File: config.mk
export PLATFORM = sky130hd
export DESIGN_NAME = apb_cmd_bridge_flat
export DESIGN_NICKNAME = d
export VERILOG_FILES = /design/src/rtl/apb_pkg.sv /design/src/rtl/apb_cmd_bridge_if.sv /design/src/rtl/apb_cmd_fifo.sv /design/src/rtl/apb_cmd_bridge.sv /design/src/flat_wrapper.sv
export SDC_FILE = /design/constraint.sdc
export NUM_CORES = 1
export LEC_CHECK = 0
export CORE_ASPECT_RATIO = 0.75
export CORE_MARGIN = 2
export CORE_UTILIZATION = 50
export DETAILED_ROUTE_END_ITERATION = 6
export PLACE_DENSITY = 0.82
export SYNTH_ARGS = -nofsm -noshare
export SYNTH_HDL_FRONTEND = slang
export SYNTH_SLANG_ARGS = --single-unit
File: constraint.sdc
create_clock -name clk -period 5.9 [get_ports clk]
set_input_delay 1.18 -clock clk [delete_from_list [all_inputs] [get_ports clk]]
set_output_delay 1.18 -clock clk [all_outputs]
set_load 0.1 [all_outputs]
File: src/rtl/apb_pkg.sv
// Shared types for the command-to-APB bridge: FSM states, default bus widths,
// and the queued command record.
package apb_pkg;

  localparam int APB_ADDR_W = 32;
  localparam int APB_DATA_W = 32;

  typedef enum logic [1:0] {
    IDLE,
    SETUP,
    ACCESS,
    RESP
  } state_t;

  // The FIFO stores commands at the package widths; the bridge is expected
  // to be instantiated with matching ADDR_W/DATA_W.
  typedef struct packed {
    logic                  write;
    logic [APB_ADDR_W-1:0] addr;
    logic [APB_DATA_W-1:0] wdata;
  } cmd_t;

  function automatic logic misaligned(input logic [1:0] addr_lsb);
    return addr_lsb != 2'b00;
  endfunction

endpackage

File: src/rtl/apb_cmd_bridge_if.sv
// Command, response and APB pins of the bridge. The master modport is the
// bridge itself (APB requester); slave is the surrounding environment.
interface apb_cmd_bridge_if import apb_pkg::*; #(
  parameter int ADDR_W = APB_ADDR_W,
  parameter int DATA_W = APB_DATA_W
) ();

  logic              cmd_valid;
  logic              cmd_ready;
  logic              cmd_write;
  logic [ADDR_W-1:0] cmd_addr;
  logic [DATA_W-1:0] cmd_wdata;

  logic              rsp_valid;
  logic              rsp_ready;
  logic              rsp_write;
  logic [DATA_W-1:0] rsp_rdata;
  logic              rsp_err;

  logic              PSEL;
  logic              PENABLE;
  logic              PWRITE;
  logic [ADDR_W-1:0] PADDR;
  logic [DATA_W-1:0] PWDATA;
  logic [DATA_W-1:0] PRDATA;
  logic              PREADY;

  modport master (
    input  cmd_valid, cmd_write, cmd_addr, cmd_wdata, rsp_ready, PRDATA, PREADY,
    output cmd_ready, rsp_valid, rsp_write, rsp_rdata, rsp_err,
           PSEL, PENABLE, PWRITE, PADDR, PWDATA
  );

  modport slave (
    output cmd_valid, cmd_write, cmd_addr, cmd_wdata, rsp_ready, PRDATA, PREADY,
    input  cmd_ready, rsp_valid, rsp_write, rsp_rdata, rsp_err,
           PSEL, PENABLE, PWRITE, PADDR, PWDATA
  );

endinterface

File: src/rtl/apb_cmd_fifo.sv
// Synchronous command FIFO with a combinational head view so the bridge can
// pop and register the head on the same edge.
module apb_cmd_fifo import apb_pkg::*; #(
  parameter int DEPTH = 4
) (
  input  logic                       clk,
  input  logic                       rst_n,
  input  logic                       push,
  input  cmd_t                       push_data,
  input  logic                       pop,
  output cmd_t                       pop_data,
  output logic                       full,
  output logic                       empty,
  output logic [$clog2(DEPTH+1)-1:0] count
);

  localparam int PTR_W = $clog2(DEPTH);
  localparam int CNT_W = $clog2(DEPTH + 1);

  cmd_t             mem_reg [DEPTH];
  logic [PTR_W-1:0] wr_ptr_reg;
  logic [PTR_W-1:0] rd_ptr_reg;
  logic [CNT_W-1:0] count_reg;
  logic             push_ok;
  logic             pop_ok;

  assign full     = (count_reg == CNT_W'(DEPTH));
  assign empty    = (count_reg == '0);
  assign push_ok  = push && !full;
  assign pop_ok   = pop && !empty;
  assign pop_data = mem_reg[rd_ptr_reg];
  assign count    = count_reg;

  always_ff @(posedge clk) begin
    if (push_ok) begin
      mem_reg[wr_ptr_reg] <= push_data;
    end
  end

  // Power-of-two depth lets the pointers wrap by plain overflow.
  always_ff @(posedge clk or negedge rst_n) begin
    if (!rst_n) begin
      wr_ptr_reg <= '0;
      rd_ptr_reg <= '0;
      count_reg  <= '0;
    end else begin
      if (push_ok) begin
        wr_ptr_reg <= wr_ptr_reg + PTR_W'(1);
      end
      if (pop_ok) begin
        rd_ptr_reg <= rd_ptr_reg + PTR_W'(1);
      end
      case ({push_ok, pop_ok})
        2'b10:   count_reg <= count_reg + CNT_W'(1);
        2'b01:   count_reg <= count_reg - CNT_W'(1);
        default: count_reg <= count_reg;
      endcase
    end
  end

endmodule

File: src/rtl/apb_cmd_bridge.sv
// Queues read/write commands and runs each as one APB transfer with a
// PREADY timeout, returning one response per command.
module apb_cmd_bridge import apb_pkg::*; #(
  parameter int ADDR_W     = APB_ADDR_W,
  parameter int DATA_W     = APB_DATA_W,
  parameter int FIFO_DEPTH = 4,
  parameter int TIMEOUT    = 16
) (
  input logic              clk,
  input logic              rst_n,
  apb_cmd_bridge_if.master bus
);

  localparam int CNT_W  = $clog2(FIFO_DEPTH + 1);
  localparam int WAIT_W = $clog2(TIMEOUT + 1);

  cmd_t              push_cmd;
  cmd_t              head_cmd;
  logic              fifo_push;
  logic              fifo_pop;
  logic              fifo_full;
  logic              fifo_empty;
  logic [CNT_W-1:0]  fifo_count;

  state_t            state_reg;
  logic              psel_reg;
  logic              penable_reg;
  logic              pwrite_reg;
  logic [ADDR_W-1:0] paddr_reg;
  logic [DATA_W-1:0] pwdata_reg;
  logic              rsp_valid_reg;
  logic              rsp_write_reg;
  logic [DATA_W-1:0] rsp_rdata_reg;
  logic              rsp_err_reg;
  logic [WAIT_W-1:0] wait_cnt_reg;

  assign push_cmd.write = bus.cmd_write;
  assign push_cmd.addr  = bus.cmd_addr;
  assign push_cmd.wdata = bus.cmd_wdata;

  assign bus.cmd_ready = (fifo_count != CNT_W'(FIFO_DEPTH));
  assign fifo_push     = bus.cmd_valid && !fifo_full;
  assign fifo_pop      = (state_reg == IDLE) && !fifo_empty;

  apb_cmd_fifo #(
    .DEPTH (FIFO_DEPTH)
  ) u_fifo (
    .clk       (clk),
    .rst_n     (rst_n),
    .push      (fifo_push),
    .push_data (push_cmd),
    .pop       (fifo_pop),
    .pop_data  (head_cmd),
    .full      (fifo_full),
    .empty     (fifo_empty),
    .count     (fifo_count)
  );

  always_ff @(posedge clk or negedge rst_n) begin
    if (!rst_n) begin
      state_reg     <= IDLE;
      psel_reg      <= 1'b0;
      penable_reg   <= 1'b0;
      pwrite_reg    <= 1'b0;
      paddr_reg     <= '0;
      pwdata_reg    <= '0;
      rsp_valid_reg <= 1'b0;
      rsp_write_reg <= 1'b0;
      rsp_rdata_reg <= '0;
      rsp_err_reg   <= 1'b0;
      wait_cnt_reg  <= '0;
    end else begin
      case (state_reg)
        IDLE: begin
          if (!fifo_empty) begin
            paddr_reg     <= head_cmd.addr;
            pwrite_reg    <= head_cmd.write;
            pwdata_reg    <= head_cmd.wdata;
            rsp_write_reg <= head_cmd.write;
            // Misaligned commands complete locally without touching the bus.
            if (misaligned(head_cmd.addr[1:0])) begin
              rsp_valid_reg <= 1'b1;
              rsp_err_reg   <= 1'b1;
              rsp_rdata_reg <= '0;
              state_reg     <= RESP;
            end else begin
              psel_reg  <= 1'b1;
              state_reg <= SETUP;
            end
          end
        end
        SETUP: begin
          penable_reg <= 1'b1;
          state_reg   <= ACCESS;
        end
        ACCESS: begin
          if (bus.PREADY) begin
            psel_reg      <= 1'b0;
            penable_reg   <= 1'b0;
            rsp_valid_reg <= 1'b1;
            rsp_err_reg   <= 1'b0;
            rsp_rdata_reg <= pwrite_reg ? '0 : bus.PRDATA;
            state_reg     <= RESP;
          end else begin
            wait_cnt_reg <= wait_cnt_reg + WAIT_W'(1);
            if (wait_cnt_reg == WAIT_W'(TIMEOUT - 1)) begin
              psel_reg      <= 1'b0;
              penable_reg   <= 1'b0;
              rsp_valid_reg <= 1'b1;
              rsp_err_reg   <= 1'b1;
              rsp_rdata_reg <= '0;
              state_reg     <= RESP;
            end
          end
        end
        RESP: begin
          if (bus.rsp_ready) begin
            rsp_valid_reg <= 1'b0;
            wait_cnt_reg  <= '0;
            state_reg     <= IDLE;
          end
        end
        default: begin
          state_reg <= IDLE;
        end
      endcase
    end
  end

  assign bus.PSEL      = psel_reg;
  assign bus.PENABLE   = penable_reg;
  assign bus.PWRITE    = pwrite_reg;
  assign bus.PADDR     = paddr_reg;
  assign bus.PWDATA    = pwdata_reg;
  assign bus.rsp_valid = rsp_valid_reg;
  assign bus.rsp_write = rsp_write_reg;
  assign bus.rsp_rdata = rsp_rdata_reg;
  assign bus.rsp_err   = rsp_err_reg;

endmodule

File: src/flat_wrapper.sv
// flat-port wrapper written by rule: the top's interface ports become plain ports
module apb_cmd_bridge_flat import apb_pkg::*;
#(
  parameter int ADDR_W     = APB_ADDR_W,
  parameter int DATA_W     = APB_DATA_W,
  parameter int FIFO_DEPTH = 4,
  parameter int TIMEOUT    = 16
)
  (clk, rst_n, bus_cmd_valid, bus_cmd_write, bus_cmd_addr, bus_cmd_wdata, bus_rsp_ready, bus_PRDATA, bus_PREADY, bus_cmd_ready, bus_rsp_valid, bus_rsp_write, bus_rsp_rdata, bus_rsp_err, bus_PSEL, bus_PENABLE, bus_PWRITE, bus_PADDR, bus_PWDATA);
  apb_cmd_bridge_if #(.ADDR_W(ADDR_W), .DATA_W(DATA_W)) bus_i ();
  input logic clk;
  input logic rst_n;
  input wire logic [$bits(bus_i.cmd_valid)-1:0] bus_cmd_valid;
  input wire logic [$bits(bus_i.cmd_write)-1:0] bus_cmd_write;
  input wire logic [$bits(bus_i.cmd_addr)-1:0] bus_cmd_addr;
  input wire logic [$bits(bus_i.cmd_wdata)-1:0] bus_cmd_wdata;
  input wire logic [$bits(bus_i.rsp_ready)-1:0] bus_rsp_ready;
  input wire logic [$bits(bus_i.PRDATA)-1:0] bus_PRDATA;
  input wire logic [$bits(bus_i.PREADY)-1:0] bus_PREADY;
  output wire logic [$bits(bus_i.cmd_ready)-1:0] bus_cmd_ready;
  output wire logic [$bits(bus_i.rsp_valid)-1:0] bus_rsp_valid;
  output wire logic [$bits(bus_i.rsp_write)-1:0] bus_rsp_write;
  output wire logic [$bits(bus_i.rsp_rdata)-1:0] bus_rsp_rdata;
  output wire logic [$bits(bus_i.rsp_err)-1:0] bus_rsp_err;
  output wire logic [$bits(bus_i.PSEL)-1:0] bus_PSEL;
  output wire logic [$bits(bus_i.PENABLE)-1:0] bus_PENABLE;
  output wire logic [$bits(bus_i.PWRITE)-1:0] bus_PWRITE;
  output wire logic [$bits(bus_i.PADDR)-1:0] bus_PADDR;
  output wire logic [$bits(bus_i.PWDATA)-1:0] bus_PWDATA;
  assign bus_i.cmd_valid = bus_cmd_valid;
  assign bus_i.cmd_write = bus_cmd_write;
  assign bus_i.cmd_addr = bus_cmd_addr;
  assign bus_i.cmd_wdata = bus_cmd_wdata;
  assign bus_i.rsp_ready = bus_rsp_ready;
  assign bus_i.PRDATA = bus_PRDATA;
  assign bus_i.PREADY = bus_PREADY;
  assign bus_cmd_ready = bus_i.cmd_ready;
  assign bus_rsp_valid = bus_i.rsp_valid;
  assign bus_rsp_write = bus_i.rsp_write;
  assign bus_rsp_rdata = bus_i.rsp_rdata;
  assign bus_rsp_err = bus_i.rsp_err;
  assign bus_PSEL = bus_i.PSEL;
  assign bus_PENABLE = bus_i.PENABLE;
  assign bus_PWRITE = bus_i.PWRITE;
  assign bus_PADDR = bus_i.PADDR;
  assign bus_PWDATA = bus_i.PWDATA;
  apb_cmd_bridge #(.ADDR_W(ADDR_W), .DATA_W(DATA_W), .FIFO_DEPTH(FIFO_DEPTH), .TIMEOUT(TIMEOUT)) u_core (.clk(clk), .rst_n(rst_n), .bus(bus_i));
endmodule
==> metrics.yaml <==
r2r_slack_ns: 2.44
wl_per_cell_um: 21.5
drc_errors: 0
clk_latency_ns: 0.54
rows: 53
yosysTopAreaCellShare: 0.551
drt_iter0_markers: 397
path_class: "input port to register"
finalHoldViolCount: 0
grt_pass1_wl_um: 45100
die_w_um: 198
rr_worst_depth: 7
setup_viol: 0
num_vias: 7484
drive_gt1_frac: 0.211
min_from: "u_core.bus.PWDATA[13]"
synthMuxAreaShare: 0.158
hold_buffers: 0
seq_area_frac_synth: 0.754
wl_um: 29200
timing.rr.start: "u_core.state_reg[0]"
crit_path_start_kind: "input port"
place.gp.congestion: 0.807
hold_path_class: "register to register"
grt_pass1_vias: 7772
fmax_ghz: 0.268
synth_warnings: 0
cts.root.buffer_cell: "clkbuf_16"
synth_cells: 733
synth-compound-area-share: 0.0267
end_kind: "register"
numClockSinks: 375
cap_violations: 0
ant_nets: 0
fin_nets: 1061
fp.coreArea_sq_mm: 0.0279
viasPerCell: 5.49
min_period_over_period: 0.632
dp_hpwl_um: 17300
synth-simple-area-share: 0.0292
synth-edff-count: 260
synthTopCellsByArea: "edfxtp_1, dfrtp_1, mux4_2"
io-pin-count: 205
synth_most_common_cell: "edfxtp_1"
post-route-min-period_ns: 3.73
syn_nets: 848
cts.repair.resized: 0
crit_path_max_fanout: 33
post_synth_fa_ha_maj_area_fraction: 0.0120
htree_levels: 2
synth_cell_types: 38
synth_area_sq_mm: 0.0142
synth_top_area_cell: "edfxtp_1"
clock_skew_ns: 0.0211
grt_util_all_layers: 0.203
rsz0062_at_grt: "no"
tightest_slew_ns: 1.26
postCtsSetupRepairBufs: 0
ys_ff_latch: 375
netlist_top_cells_count: "edfxtp_1, dfrtp_1, nand2_1"
cts_tree: "done"
dr.pass1.iters: 5
slew_headroom: 0.157
synthArstFlopShare: 0.307
cp-endpoint: "u_core.bus.rsp_rdata[5]"
die_h_um: 150
startpoint: "bus_PREADY"
synth_top_family_by_area: "multiplexers"
antenna_found_initial: 2
r2r-end: "u_core.bus.rsp_rdata[5]"
final_max_slew_viol_count: 0
clk_path_buf_depth: 3
die_area_sq_mm: 0.0297
numCtsBuffers: 37
required_ns: 6.23
largest_reg_flops: 260
placement.io_buffers: 204
synth_ff_type: "edfxtp_1"
clk_pin_slew_worst_paths_ns: 0.06
synth-xor-area-share: 0.00371
status: "finished, final reports clean"
grt_start_max_net_pins: 65
grt_overflow: 0
crit_arrival_ns: 4.06
avgSynthCellArea_sq_um: 19.3
area_growth_pct: 25.5
start_util: 0.508
setup_tns_ns: 0
## logic make-up (layout without fill, tap and decap cells)
| logic type | count (synthesis) | count (layout) |
|---|---|---|
| AOI/OAI and AO/OA | 58 | 58 |
| xor gates and xnor gates | 6 | 6 |
| adders and majority gates | 13 | 13 |
| buffers and inverters | 49 | 291 |
| DFF | 375 | 375 |
| muxes | 134 | 134 |
| other | 0 | 3 |
| and+or+nand+nor | 98 | 98 |
## per-layer routing
metal | track usage | share of wire
met1 | 0.282 | 0.43
met2 | 0.324 | 0.48
met3 | 0.0568 | 0.078
met4 | 0.0451 | 0.013
met5 | 0 | 0
## per-stage QoR
step            util  hold WS (ns)  std cells  area (sq um)  setup WS [ns]
2_1_floorplan      -         0.484        733         14200           2.57
3_3_place_gp   0.595         0.491       1292         16600           1.74
3_5_place_dp   0.595         0.494       1292         16600           1.64
4_1_cts        0.637         0.508       1360         17800           2.21
5_1_grt        0.637         0.520       1360         17800           1.94
6_report       0.637         0.508       1363         17800           2.17
## how the worst min path moves through the flow
stage | endpoint | slack [ns] | depth (start not counted)
2_1_floorplan | u_core.u_fifo.count[2] | 0.48 | 1
3_3_place_gp | u_core.bus.PADDR[2] | 0.49 | 1
3_5_place_dp | u_core.bus.PADDR[11] | 0.49 | 1
4_1_cts | u_core.bus.PADDR[11] | 0.51 | 1
5_1_grt | u_core.bus.PWDATA[11] | 0.52 | 1
6_report | u_core.bus.PWDATA[13] | 0.51 | 1
## cell type report
cell class,count,area [sq um]
antenna,3,7.51
clock buffer,52,1040
clock inverter,16,133
fill,1917,10100
inverter,10,37.5
multi-input combinational,309,3280
sequential,375,10700
tap,385,482
timing repair buffer,213,2110
## layout by cell type, fill, tap and decap left out, types with 5 or more instances in the layout
master	instances
edfxtp_1	260
clkbuf_16	38
clkinv_1	6
ha_1	12
inv_1	10
mux4_2	65
o21ai_0	12
dfrtp_1	113
nor2_1	5
o22ai_1	33
buf_4	9
clkbuf_1	10
nand2_1	74
mux2_2	67
clkdlybuf4s50_1	203
## critical path, stage by stage
cell	delay [ns]
clkdlybuf4s50_1	0.59
or3b_2	0.58
nand3_1	0.10
buf_4	0.32
nor2b_2	1.06
o22ai_1	0.20
Power is not shown: default switching activity piles up to over one toggle a cycle in this logic, so the estimate is an artifact.
